File: src/rtl/bram_arb_pkg.sv
// Shared encodings for the two-requester BRAM arbiter.
// The state and owner encodings match, so owner can be driven directly from the state.
package bram_arb_pkg;

    localparam int ADDR_W = 17;
    localparam int CH_W   = 2;
    localparam int DATA_W = 8;

    localparam logic [1:0] OWN_NONE = 2'b00;
    localparam logic [1:0] OWN_A    = 2'b01;
    localparam logic [1:0] OWN_B    = 2'b10;

    // Read-return tag: which requester issued the read
    localparam logic TAG_A = 1'b0;
    localparam logic TAG_B = 1'b1;

    typedef enum logic [1:0] {
        S_IDLE  = 2'b00,
        S_OWN_A = 2'b01,
        S_OWN_B = 2'b10
    } state_e;

endpackage

File: src/rtl/bram_rd_tag_pipe.sv
// Delay line of {valid, tag} that tracks outstanding reads.
// It is aligned with the BRAM read latency so the returned data can be steered to its issuer.
module bram_rd_tag_pipe #(
    parameter int RD_LAT = 1,
    parameter int TAG_W  = 1
) (
    input  logic             clk,
    input  logic             rst,
    input  logic             valid_i,
    input  logic [TAG_W-1:0] tag_i,
    output logic             valid_o,
    output logic [TAG_W-1:0] tag_o
);

    logic             valid_q [RD_LAT];
    logic [TAG_W-1:0] tag_q   [RD_LAT];

    genvar gi;
    generate
        for (gi = 0; gi < RD_LAT; gi++) begin : g_stage
            if (gi == 0) begin : g_head
                always_ff @(posedge clk or posedge rst) begin
                    if (rst) begin
                        valid_q[gi] <= 1'b0;
                        tag_q[gi]   <= '0;
                    end else begin
                        valid_q[gi] <= valid_i;
                        tag_q[gi]   <= tag_i;
                    end
                end
            end else begin : g_tail
                always_ff @(posedge clk or posedge rst) begin
                    if (rst) begin
                        valid_q[gi] <= 1'b0;
                        tag_q[gi]   <= '0;
                    end else begin
                        valid_q[gi] <= valid_q[gi-1];
                        tag_q[gi]   <= tag_q[gi-1];
                    end
                end
            end
        end
    endgenerate

    assign valid_o = valid_q[RD_LAT-1];
    assign tag_o   = tag_q[RD_LAT-1];

endmodule

File: src/rtl/bram_arbiter.sv
// Per-access arbiter that shares one BRAM port between the SPI transfer path (A) and the image engine (B).
// Ownership is round-robin with a bounded burst, and read data is steered back to the requester that issued the read.
module bram_arbiter #(
    parameter int ADDR_W    = bram_arb_pkg::ADDR_W,
    parameter int CH_W      = bram_arb_pkg::CH_W,
    parameter int DATA_W    = bram_arb_pkg::DATA_W,
    parameter int RD_LAT    = 1,
    parameter int MAX_BURST = 16
) (
    input  logic              clk,
    input  logic              rst,
    input  logic              a_req,
    input  logic              a_we,
    input  logic [ADDR_W-1:0] a_addr,
    input  logic [CH_W-1:0]   a_channel,
    input  logic [DATA_W-1:0] a_wdata,
    output logic              a_gnt,
    output logic              a_rvalid,
    output logic [DATA_W-1:0] a_rdata,
    input  logic              b_req,
    input  logic              b_we,
    input  logic [ADDR_W-1:0] b_addr,
    input  logic [CH_W-1:0]   b_channel,
    input  logic [DATA_W-1:0] b_wdata,
    output logic              b_gnt,
    output logic              b_rvalid,
    output logic [DATA_W-1:0] b_rdata,
    output logic [ADDR_W-1:0] mem_addr,
    output logic [CH_W-1:0]   mem_channel,
    output logic              mem_we,
    output logic [DATA_W-1:0] mem_wdata,
    input  logic [DATA_W-1:0] mem_rdata,
    output logic [1:0]        owner
);

    import bram_arb_pkg::*;

    localparam int                 BURST_W   = $clog2(MAX_BURST + 1);
    localparam logic [BURST_W-1:0] BURST_MAX = BURST_W'(MAX_BURST);

    state_e              state_q, state_d;
    logic                last_b_q, last_b_d;
    logic [BURST_W-1:0]  burst_q, burst_d;
    logic [ADDR_W-1:0]   addr_hold_q;
    logic [CH_W-1:0]     ch_hold_q;
    logic [DATA_W-1:0]   wdata_hold_q;
    logic [DATA_W-1:0]   a_rdata_q, b_rdata_q;
    logic                issue;
    logic                issue_tag;
    logic                at_limit;
    logic                pipe_valid;
    logic                pipe_tag;

    always_ff @(posedge clk or posedge rst) begin
        if (rst) begin
            state_q  <= S_IDLE;
            last_b_q <= 1'b1;
            burst_q  <= '0;
        end else begin
            state_q  <= state_d;
            last_b_q <= last_b_d;
            burst_q  <= burst_d;
        end
    end

    // The access issued this cycle is the MAX_BURST-th (or later, once saturated)
    assign at_limit = (burst_q >= BURST_MAX - 1'b1);

    always_comb begin
        state_d  = state_q;
        last_b_d = last_b_q;
        burst_d  = burst_q;
        a_gnt    = 1'b0;
        b_gnt    = 1'b0;
        unique case (state_q)
            S_IDLE: begin
                if (a_req && (!b_req || last_b_q)) state_d = S_OWN_A;
                else if (b_req)                    state_d = S_OWN_B;
            end
            S_OWN_A: begin
                a_gnt = a_req;
                if (!a_req)                state_d = b_req ? S_OWN_B : S_IDLE;
                else if (b_req && at_limit) state_d = S_OWN_B;
            end
            S_OWN_B: begin
                b_gnt = b_req;
                if (!b_req)                state_d = a_req ? S_OWN_A : S_IDLE;
                else if (a_req && at_limit) state_d = S_OWN_A;
            end
            default: state_d = S_IDLE;
        endcase

        if (a_gnt)      last_b_d = 1'b0;
        else if (b_gnt) last_b_d = 1'b1;

        if (state_d != state_q)                 burst_d = '0;
        else if (issue && burst_q != BURST_MAX) burst_d = burst_q + 1'b1;
    end

    assign issue     = a_gnt | b_gnt;
    assign issue_tag = b_gnt ? TAG_B : TAG_A;

    always_comb begin
        owner = OWN_NONE;
        case (state_q)
            S_OWN_A: owner = OWN_A;
            S_OWN_B: owner = OWN_B;
            default: owner = OWN_NONE;
        endcase
    end

    // Address, channel and data stay on the last issued values between grants
    always_comb begin
        mem_addr    = addr_hold_q;
        mem_channel = ch_hold_q;
        mem_wdata   = wdata_hold_q;
        mem_we      = 1'b0;
        if (a_gnt) begin
            mem_addr    = a_addr;
            mem_channel = a_channel;
            mem_wdata   = a_wdata;
            mem_we      = a_we;
        end else if (b_gnt) begin
            mem_addr    = b_addr;
            mem_channel = b_channel;
            mem_wdata   = b_wdata;
            mem_we      = b_we;
        end
    end

    always_ff @(posedge clk or posedge rst) begin
        if (rst) begin
            addr_hold_q  <= '0;
            ch_hold_q    <= '0;
            wdata_hold_q <= '0;
        end else if (issue) begin
            addr_hold_q  <= mem_addr;
            ch_hold_q    <= mem_channel;
            wdata_hold_q <= mem_wdata;
        end
    end

    bram_rd_tag_pipe #(
        .RD_LAT (RD_LAT),
        .TAG_W  (1)
    ) u_tag_pipe (
        .clk     (clk),
        .rst     (rst),
        .valid_i (issue & ~mem_we),
        .tag_i   (issue_tag),
        .valid_o (pipe_valid),
        .tag_o   (pipe_tag)
    );

    assign a_rvalid = pipe_valid & (pipe_tag == TAG_A);
    assign b_rvalid = pipe_valid & (pipe_tag == TAG_B);

    // mem_rdata is already the BRAM's registered output, so it is passed through in the return cycle and captured for hold
    assign a_rdata = a_rvalid ? mem_rdata : a_rdata_q;
    assign b_rdata = b_rvalid ? mem_rdata : b_rdata_q;

    always_ff @(posedge clk or posedge rst) begin
        if (rst) begin
            a_rdata_q <= '0;
            b_rdata_q <= '0;
        end else begin
            if (a_rvalid) a_rdata_q <= mem_rdata;
            if (b_rvalid) b_rdata_q <= mem_rdata;
        end
    end

endmodule

File: config.mk
export PLATFORM = sky130hd
export DESIGN_NAME = bram_arbiter
export DESIGN_NICKNAME = d
export VERILOG_FILES = /design/src/rtl/bram_arb_pkg.sv /design/src/rtl/bram_rd_tag_pipe.sv /design/src/rtl/bram_arbiter.sv
export SDC_FILE = /design/constraint.sdc
export NUM_CORES = 1
export LEC_CHECK = 0
export BUFFER_PORTS_ARGS = -buffer_cell sky130_fd_sc_hd__buf_2
export CAP_MARGIN = 25
export CORE_MARGIN = 2
export CORE_UTILIZATION = 33
export CTS_BUF_LIST = sky130_fd_sc_hd__clkbuf_16
export CTS_CLUSTER_SIZE = 40
export DETAILED_ROUTE_END_ITERATION = 6
export GPL_ROUTABILITY_DRIVEN = 0
export SYNTH_ARGS = -nofsm -noshare
export SYNTH_HDL_FRONTEND = slang
export SYNTH_SLANG_ARGS = --single-unit
File: constraint.sdc
create_clock -name clk -period 2.1 [get_ports clk]
set_input_delay 0.105 -clock clk [delete_from_list [all_inputs] [get_ports clk]]
set_output_delay 0.105 -clock clk [all_outputs]
set_load 0.02 [all_outputs]
==> qor.yml <==
global_route:
  grt_pass1_vias: 2148
  grt_overflow: 0
  antenna_found_initial: 0
  track_usage_pct: 14.0
  grt_pass1_wl_um: 10000
  grt_max_degree: 51
setup_path:
  start_kind: "flop"
  critPathCaptureType: "output pin"
  reg2reg_slack_ns: 0.26
  worstReg2RegEnd: "burst_q[1]"
  crit_type: "flop to output pin"
  cpPeakStageDelay_ns: 0.49
  worstRegToRegCells: 7
  required_ns: 2.00
  cp_max_fo: 21
  cp.arrival_ns: 1.83
  reg2reg_from: "burst_q[0]"
  cp_slowest_cell: "dfrtp_2"
  crit_chain: "nand3b_4 > inv_4 > buf_12 > mux2i_1 > o21ai_0 > buf_2"
route:
  drt-pass1-iter-count: 5
  finalWirelength_um: 6100
  dr_total_vias: 2246
  drtIter0Drc: 95
  drc_errors: 0
  via_per_inst: 4.71
  routedWlPerCell_um: 12.8
  antenna_left: 0
timing:
  setup_tns_ns: 0
  setup_viol: 0
  clock-skew-final_ns: 0.00601
  period_needed_ns: 1.93
  drv_slew: 0
  finalHoldViolCount: 0
  rsz0062_at_grt: "no"
  max_slew_margin_pct: 61.4
  clock.fmax_ghz: 0.518
  hold_ws_ns: 0.0152
  period_share_pct: 91.9
  tightest_slew_ns: 0.578
layout:
  ff_latch_area_um2: 1330
  drive_gt1_share_pct: 45.0
  nNetsFinal: 441
  final_cell_mix: "buf_2, nand2_1, dfrtp_1"
  multiInputGateArea_um2: 1230
  syn_to_final_growth_pct: 30.8
  num-fill-cells: 802
  final_common_cell: "buf_2"
pwr:
  power_frac_clock_pct: 20.8
  switching_share_pct: 38.8
  p_leak_uw: 0.00195
  internal_power_uw: 2510
  pwr-share-comb_pct: 42.2
  p_switching_uw: 1590
  vdd_ir_drop_max_uv: 511
  seqPwrFrac_pct: 37.0
  power_density_nw_per_um2: 1140
floorplanning:
  start_util_pct: 33.7
  dieArea_um2: 9060
  core_um2: 8130
  die-width_um: 95.2
  row_count: 33
  dieHeight_um: 95.2
  pin_count: 118
yosys:
  ys_ff_latch: 53
  avgSynthCellArea_um2: 10.9
  syn_area_um2: 2740
  synth_cell_types: 40
  synthArstFlopShare_pct: 100
  synth_edf_count: 0
  syn-num-nets: 322
  seq_area_frac_synth_pct: 48.4
  syn_inst: 251
  yosys_warnings: 0
  synthFlopType: "dfrtp_1"
run:
  drv_cap: 0
min_path:
  whs_endpoint: "u_tag_pipe.valid_o"
  min_from: "b_we"
  holdPathStages: 2
  worst_hold_path_type: "primary input to flop"
clock_network:
  clk_latency_ns: 0.29
  cts_tree: "yes"
  htreeDepth: 2
  numCtsBuffers: 5
  clk_pin_slew_ns: 0.07
  numClockSinks: 53
  clockBufferDepth: 2
  root_buffer: "clkbuf_16"
placed_design:
  port_buffers: 117
  dpl.hpwl_um: 4550
status:
  outcome: "finished, final reports clean"
## sequential cells by signal, summed over array words and instances (netlist names)
signal	count
a_rdata_q	8
state_q	2
addr_hold_q	17
u_tag_pipe.valid_o	1
burst_q	5
last_b_q	1
ch_hold_q	2
u_tag_pipe.tag_o	1
b_rdata_q	8
wdata_hold_q	8
## synth_stat cells (3+ instances only)
master / number / area (µm²)
mux2i_1: 14 / 140
nor3_1: 4 / 20.0
o21ai_0: 28 / 140
mux2_2: 16 / 180
buf_12: 3 / 60.1
a22oi_1: 5 / 37.5
nor2_1: 6 / 22.5
o22ai_1: 3 / 18.8
buf_6: 5 / 56.3
nand2_1: 61 / 229
nor2b_1: 3 / 18.8
dfrtp_1: 52 / 1300
a22oi_4: 8 / 170
inv_1: 7 / 26.3
ha_1: 3 / 37.5
## power by group through the flow
stage	combinational [µW]	clock [µW]	sequential (µW)
2_1_floorplan	1240	0	1480
3_3_place_gp	1710	0	1530
3_5_place_dp	1730	0	1540
4_1_cts	1740	892	1520
5_1_grt	1920	928	1560
6_report	1730	852	1510
## repair_timing
| item | CTS | global route |
|---|---|---|
| endpoints found under the hold margin | 25 | 0 |
| hold buffers | 2 | 0 |
| resized for setup | 0 | 2 |
| buffers inserted | 0 | 1 |
| endpoints found under the setup margin | 0 | 21 |
## cell type report
cell class	instances	area share, %
flip-flops and latches	53	37.1
diodes	1	0.0698
inverters	9	1.01
clock inverters	3	0.732
repair buffers	125	19.5
clock buffers	5	3.49
multi-input cells	176	34.4
well taps	105	3.66
## kinds of logic (layout without fill, tap and decap cells)
logic type | count (synthesis) | after routing | share of synthesized area (%)
simple gates | 86 | 86 | 14.7
fa+ha+maj | 3 | 3 | 1.37
buf+inv | 22 | 142 | 6.57
other cells | 0 | 1 | 0
flops | 53 | 53 | 48.4
mux | 30 | 30 | 11.7
xor+xnor | 3 | 3 | 0.958
compound gates | 54 | 54 | 16.3
## worst max-delay path, delay by kind of cell, from the launching register on
kind,cells,cell delay [ns]
DFF,1,0.49
buffers and inverters,3,0.47
muxes,1,0.25
and+or+nand+nor,1,0.22
AOI/OAI and AO/OA,1,0.11
## through the flow
step	total power (µW)	setup WS (ns)	instances	area, µm²	util (%)
after floorplan	2730	0.457	251	2740	-
after global placement	3230	0.359	465	3390	41.7
after detailed placement	3270	0.284	465	3390	41.7
after CTS	4150	0.0408	475	3560	43.8
after global routing	4400	0.0214	476	3580	44.1
final	4100	0.170	477	3590	44.1
## worst max path at each step
stage / startpoint / to / slack (ns) / depth (start not counted)
global placement: burst_q[0] / burst_q[1] / 0.36 / 7
global route: state_q[0] / mem_addr[12] / 0.02 / 6
floorplan: burst_q[0] / burst_q[2] / 0.46 / 7
CTS: state_q[1] / mem_wdata[3] / 0.04 / 6
detailed placement: burst_q[0] / burst_q[2] / 0.28 / 7
finish: state_q[0] / mem_addr[10] / 0.17 / 6
## routing by layer
metal,GRT usage [%],share of wire (%),up-vias
met5,0,0,-
met4,4.47,1.1,0
met3,5.30,12,5
met2,21.6,44,111
met1,18.3,43,1023
li1,-,-,1107
Note: power is estimated with default switching activity, not from simulation.
